File: src/rtl/output_argmax.sv
// Frame-wise argmax over num_classes signed neuron scores, with a valid/ready result port.
// Defining OUTPUT_ARGMAX_MARGIN_EN adds a 'margin' output (winner minus runner-up).
module output_argmax #(
  parameter int num_classes = 10,
  parameter int resolution  = 8,
  parameter int index_width = 4
) (
  input  logic                         clk,
  input  logic                         reset,
  input  logic                         in_valid,
  output logic                         in_ready,
  input  logic signed [resolution-1:0] in_data,
  output logic                         out_valid,
  input  logic                         out_ready,
  output logic        [index_width-1:0] digit,
  output logic signed [resolution-1:0] max_score
`ifdef OUTPUT_ARGMAX_MARGIN_EN
  ,
  output logic        [resolution:0]   margin
`endif
);

  // Handshakes: a transfer happens on a rising edge where valid and ready are
  // both high; valid/data are held by the source until that edge.
  typedef enum logic {
    COLLECT = 1'b0,
    DONE    = 1'b1
  } state_t;

  state_t state_q, state_d;

  logic        [index_width-1:0] cnt_q;
  logic        [index_width-1:0] idx_q, idx_d;
  logic signed [resolution-1:0]  best_q, best_d;

  logic accept;
  logic last;
  logic release_res;
  logic first;
  logic greater;

  assign in_ready    = (state_q == COLLECT);
  assign out_valid   = (state_q == DONE);
  assign accept      = in_valid && in_ready;
  assign release_res = out_valid && out_ready;
  assign first       = (cnt_q == '0);
  assign last        = (cnt_q == index_width'(num_classes - 1));
  assign greater     = (in_data > best_q);

  assign digit     = idx_q;
  assign max_score = best_q;

  always_comb begin
    state_d = state_q;
    case (state_q)
      COLLECT: if (accept && last) state_d = DONE;
      DONE:    if (release_res)    state_d = COLLECT;
      default: state_d = COLLECT;
    endcase
  end

  // Strict '>' keeps the lower index on ties.
  always_comb begin
    best_d = best_q;
    idx_d  = idx_q;
    if (accept && (first || greater)) begin
      best_d = in_data;
      idx_d  = cnt_q;
    end
  end

  always_ff @(posedge clk) begin
    if (reset) begin
      state_q <= COLLECT;
      cnt_q   <= '0;
      best_q  <= '0;
      idx_q   <= '0;
    end else begin
      state_q <= state_d;
      best_q  <= best_d;
      idx_q   <= idx_d;
      if (release_res)
        cnt_q <= '0;
      else if (accept && !last)
        cnt_q <= cnt_q + 1'b1;
    end
  end

`ifdef OUTPUT_ARGMAX_MARGIN_EN
  // Runner-up tracking: a score equal to the leader becomes the runner-up,
  // so a tie for first place yields margin 0.
  logic signed [resolution-1:0] sec_q, sec_d;
  logic                         sec_vld_q, sec_vld_d;
  logic        [resolution:0]   margin_q;
  logic signed [resolution:0]   diff;

  always_comb begin
    sec_d     = sec_q;
    sec_vld_d = sec_vld_q;
    if (accept) begin
      if (first) begin
        sec_vld_d = 1'b0;
      end else if (greater) begin
        sec_d     = best_q;
        sec_vld_d = 1'b1;
      end else if (!sec_vld_q || (in_data > sec_q)) begin
        sec_d     = in_data;
        sec_vld_d = 1'b1;
      end
    end
  end

  assign diff   = {best_d[resolution-1], best_d} - {sec_d[resolution-1], sec_d};
  assign margin = margin_q;

  always_ff @(posedge clk) begin
    if (reset) begin
      sec_q     <= '0;
      sec_vld_q <= 1'b0;
      margin_q  <= '0;
    end else begin
      sec_q     <= sec_d;
      sec_vld_q <= sec_vld_d;
      if (accept && last)
        margin_q <= diff;
    end
  end
`endif

endmodule

File: config.mk
export PLATFORM = sky130hd
export DESIGN_NAME = output_argmax
export DESIGN_NICKNAME = d
export VERILOG_FILES = /design/src/rtl/output_argmax.sv
export SDC_FILE = /design/constraint.sdc
export NUM_CORES = 1
export LEC_CHECK = 0
export CAP_MARGIN = 20
export CELL_PAD_IN_SITES_DETAIL_PLACEMENT = 1
export CELL_PAD_IN_SITES_GLOBAL_PLACEMENT = 1
export CORE_MARGIN = 3
export CORE_UTILIZATION = 35
export CTS_CLUSTER_SIZE = 40
export DETAILED_ROUTE_END_ITERATION = 12
export GPL_TIMING_DRIVEN = 0
export PLACE_DENSITY_LB_ADDON = 0.1
export SKIP_CTS_REPAIR_TIMING = 1
export SYNTH_ARGS = -nofsm -noshare
export SYNTH_HDL_FRONTEND = slang
export SYNTH_SLANG_ARGS = --single-unit
File: constraint.sdc
create_clock -name clk -period 3.9 [get_ports clk]
set_input_delay 0.585 -clock clk [delete_from_list [all_inputs] [get_ports clk]]
set_output_delay 0.585 -clock clk [all_outputs]
set_load 0.01 [all_outputs]
# == Word-level counts from Yosys, hierarchy flattened ==
# Cells that the tools add are included.
# word_totals
register_bits,17
latch_bits,0
ram_bits,0
rom_bits,0
in_bits,12
output_inout_bits,14
word_cells,20
memories,0
# classes
add_sub_neg,1
multipliers,0
div_mod_pow,0
n_lt_le_gt_ge,1
eq_ne,1
n_shift,0
mux,3
n_bitwise,1
reduce_logical,9
# op_table
operator,n
$gt A8 B8 Y1,1
$logic_and A1 B1 Y1,5
$add A4 B1 Y4 const B,1
$eq A4 B4 Y1 const B,1
$logic_not A4 Y1,1
$mux W1,2
$pmux W1 S2,1
$reduce_or A2 Y1,1
$logic_not A1 Y1,1
$logic_or A1 B1 Y1,1
$not A1 Y1,1

# == Depth between registers and ports, before layout ==
# logic_depth
word_depth,5
mapped_depth,8
ltp_nobuf,7

# == Worst setup path after synthesis ==
# OpenSTA, ideal clock, no wires.
# synth_timing
path_type,input to register
startpoint,input port in_data[7]
endpoint,register idx_q[0] (netlist: digit[0])
setup_time_ns,0.072
arrival_ns,1.956
t_required_ns,3.828
slack_ns,1.872
path_stages,7
path_buffers,1
path_cell_list,ha_1 > nand4_2 > a21oi_1 > a31o_2 > mux2i_4 > buf_6 > mux2i_1
# synth_via
elab_chain_len,3
# synth_lines
item,line_no,rtl
start: declaration,12,"input logic signed [resolution-1:0] in_data,"
$gt A8 B8 Y1,48,assign greater = (in_data > best_q);
$logic_or A1 B1 Y1,66,if (accept && (first || greater)) begin
$logic_and A1 B1 Y1,66,
end signal: assignment,81,idx_q <= idx_d;
end: declaration,33,"logic [index_width-1:0] idx_q, idx_d;"
# No other way between the ends.
# A chain may end at the register's enable or synchronous reset.

# == Worst setup path in the final report ==
# layout_timing
startpoint,input port in_data[7]
endpoint,register best_q[5] (netlist: max_score[5])
# layout_via
elab_chain_len,3
# layout_lines
item,line_no,rtl
$gt A8 B8 Y1,48,
$logic_or A1 B1 Y1,66,
$logic_and A1 B1 Y1,66,
end signal: assignment,80,best_q <= best_d;
end: declaration,34,"logic signed [resolution-1:0] best_q, best_d;"
# No other way between the ends.

==> impl_metrics.json <==
{
  "status": "finished, final reports clean",
  "path_cells": "clkdlybuf4s50_1 > ha_1 > nand4_2 > a21oi_1 > a31o_2 > mux2i_4 > buf_6 > mux2i_1",
  "vias": 879,
  "layout.cells.non_filler": 177,
  "combPwrFrac_pct": 32.2,
  "clockBufferDepth": 2,
  "skew_ps": 2.45,
  "tns_ps": 0,
  "dp.cells": 173,
  "insertion_delay_ps": 290,
  "grt_util_all_layers_pct": 14.1,
  "cts_root_buffer": "clkbuf_4",
  "synth_top_area_cell": "dfxtp_1",
  "path_class": "in -> reg",
  "yosysTopAreaCellShare_pct": 32.6,
  "drc": 0,
  "htreeDepth": 1,
  "peakVddDrop_v": 0.000130,
  "p_sw_uw": 136,
  "critPathMaxFanout": 10,
  "wl_per_cell_um": 13.0,
  "drt_iter0_markers": 23,
  "core-area_mm2": 0.00281,
  "period_minus_slack_ps": 2370,
  "dieWidth_um": 60.6,
  "rows": 19,
  "cp_data_arrival_time_ps": 2590,
  "grt_pass1_vias": 927,
  "multi_input_area_um2": 632,
  "wl_mm": 2.31,
  "antenna_found_initial": 0,
  "grt_pass1_wl_mm": 3.94,
  "rsz0062_at_grt": "no",
  "worst-path-buf-inv": 2,
  "numPortBuffers": 25,
  "period_share_pct": 60.8,
  "synth_area_leaders": "dfxtp_1 33%, nand2b_1 16%, ha_1 13%",
  "cts_tree": "built",
  "synthArstFlopShare_pct": 0,
  "synth-edff-count": 0,
  "placed_cell_area_mm2": 0.00133,
  "die_h_um": 60.6,
  "rr_startpoint": "max_score[7]",
  "hold_viol": 0,
  "reg2reg_to": "max_score[5]",
  "synth-seq-cells": 17,
  "routed_via_density": 4.97,
  "crit_slowest_cell": "clkdlybuf4s50_1",
  "grt_overflow": 0,
  "pwr-share-clk_pct": 22.5,
  "die_area_mm2": 0.00367,
  "cts.clk_slew.worst_paths_ps": 110,
  "dr.pass1.iters": 4,
  "cap_viol_max_count": 0,
  "cts_sinks": 17,
  "yosysSeqAreaShare_pct": 32.6,
  "drive_above_1_share_pct": 6.16,
  "reg2regPathDepth": 8,
  "cts_buffers": 3,
  "gp_congestion": 0.696,
  "synth_commonest_cells": "26 x nand2b_1, 17 x dfxtp_1, 14 x inv_1",
  "synth_cells": 117,
  "setup_violations": 0,
  "grt_max_degree": 11,
  "area_growth_pct": 30.3,
  "initial_core_util_pct": 37.2,
  "syn_area_mm2": 0.00104,
  "slew_violations": 0,
  "hold_end": "digit[2]",
  "fin_util_pct": 48.5,
  "nets": 170,
  "min_path_type": "reg -> reg",
  "hold_ws_ps": 487,
  "fmax_mhz": 422,
  "swShare_pct": 31.1,
  "power.leakage_uw": 0.000570,
  "required_ps": 4120,
  "fillCellCount": 337,
  "start_kind": "primary input",
  "ys_types": 25,
  "ys.warnings.count": 0,
  "powerDensity_mw_per_mm2": 322,
  "whs_path_depth": 2,
  "postRouteAntennaNets": 0,
  "synth_area_per_cell_um2": 8.92,
  "crit_path_end_kind": "register",
  "p_int_uw": 302,
  "relSlewSlack_pct": 74.0,
  "synth.most_common_cell": "nand2b_1",
  "ios": 26,
  "stdcell_area_mm2": 0.00136,
  "syn-num-nets": 140,
  "min-delay-start": "digit[2]",
  "tightest_slew_ps": 389,
  "r2r_slack_ps": 1870,
  "seqPwrFrac_pct": 45.2,
  "seqCellArea_um2": 340,
  "cp_slowest_stage_delay_ps": 430,
  "synthFlopType": "dfxtp_1",
  "n_antenna_cell": 0,
  "hpwl_mm": 1.84,
  "crit_family": "buffers and inverters"
}
==> layer usage <==
metal	wire, um	track usage (%)
met1	1010	16.1
met2	1190	26.6
met3	90	3.40
met4	20	2.79
met5	0	0
==> worst max-delay path by stage <==
stage,from,to,slack (ps),depth (start not counted)
after floorplan,in_data[7],digit[0],1870,7
after global placement,in_data[7],digit[1],1240,8
after detailed placement,in_data[7],max_score[5],1210,8
after CTS,in_data[7],max_score[5],1510,8
after global routing,in_data[3],max_score[6],1400,8
final,in_data[7],max_score[5],1530,8
==> area by class of cell <==
cell class / count / area share (%)
repair buffers: 25 / 18.4
flip-flops and latches: 17 / 25.0
inverters: 14 / 3.86
clock inverters: 1 / 0.368
clock buffers: 3 / 1.66
multi-input cells: 83 / 46.5
plain buffers: 3 / 1.38
well taps: 31 / 2.85
==> worst register-to-register path, delay by kind of cell (launching register included) <==
kind	cells	cell delay, ps
flip-flops	1	370
multiplexers	2	510
buffers and inverters	2	260
AND/OR/NAND/NOR	1	140
adder cells (fa/ha/maj)	1	330
AO/OA/AOI/OAI	2	350
==> metrics by stage <==
step                setup WS, ps  total power [uW]
floorplan                   1870               290
global placement            1240               342
detailed placement          1210               345
CTS                         1510               447
global route                1400               472
finish                      1530               438
==> state kept, by name, indices dropped and copies added, names as in the netlist <==
| name | cells |
|---|---|
| max_score | 8 |
| cnt_q | 4 |
| digit | 4 |
| out_valid | 1 |
==> placed cells by master, fill, tap and decap left out, drive strengths merged <==
cell type,n
nand2b,26
clkdlybuf4s50,25
dfxtp,17
inv,14
mux2i,13
ha,11
a21oi,8
nand2,6
clkbuf,5
nor2,4
nand4,3
o22ai,1
o21ai,1
o221ai,1
a31o,1
buf,1
a21o,1
nor2b,1
nand3b,1
nor3b,1
nand3,1
xnor2,1
or2,1
xor2,1
clkinv,1
==> kinds of logic (layout without fill, tap and decap cells) <==
family,count (synthesis),in the layout,synth area share (%)
buffers and inverters,17,46,6.83
multiplexers,13,13,13.7
XOR/XNOR,2,2,1.68
adder cells (fa/ha/maj),11,11,13.2
AND/OR/NAND/NOR,44,44,24.7
AO/OA/AOI/OAI,13,13,7.31
flip-flops,17,17,32.6
==> power by group through the flow <==
stage | clock network, uW | registers (uW) | logic, uW
after floorplan | 0 | 206 | 84.4
after global placement | 0 | 201 | 141
after detailed placement | 0 | 202 | 143
after CTS | 105 | 198 | 144
after global routing | 113 | 201 | 158
final | 98.7 | 198 | 141
No activity file was read; power rests on OpenSTA's default activity.
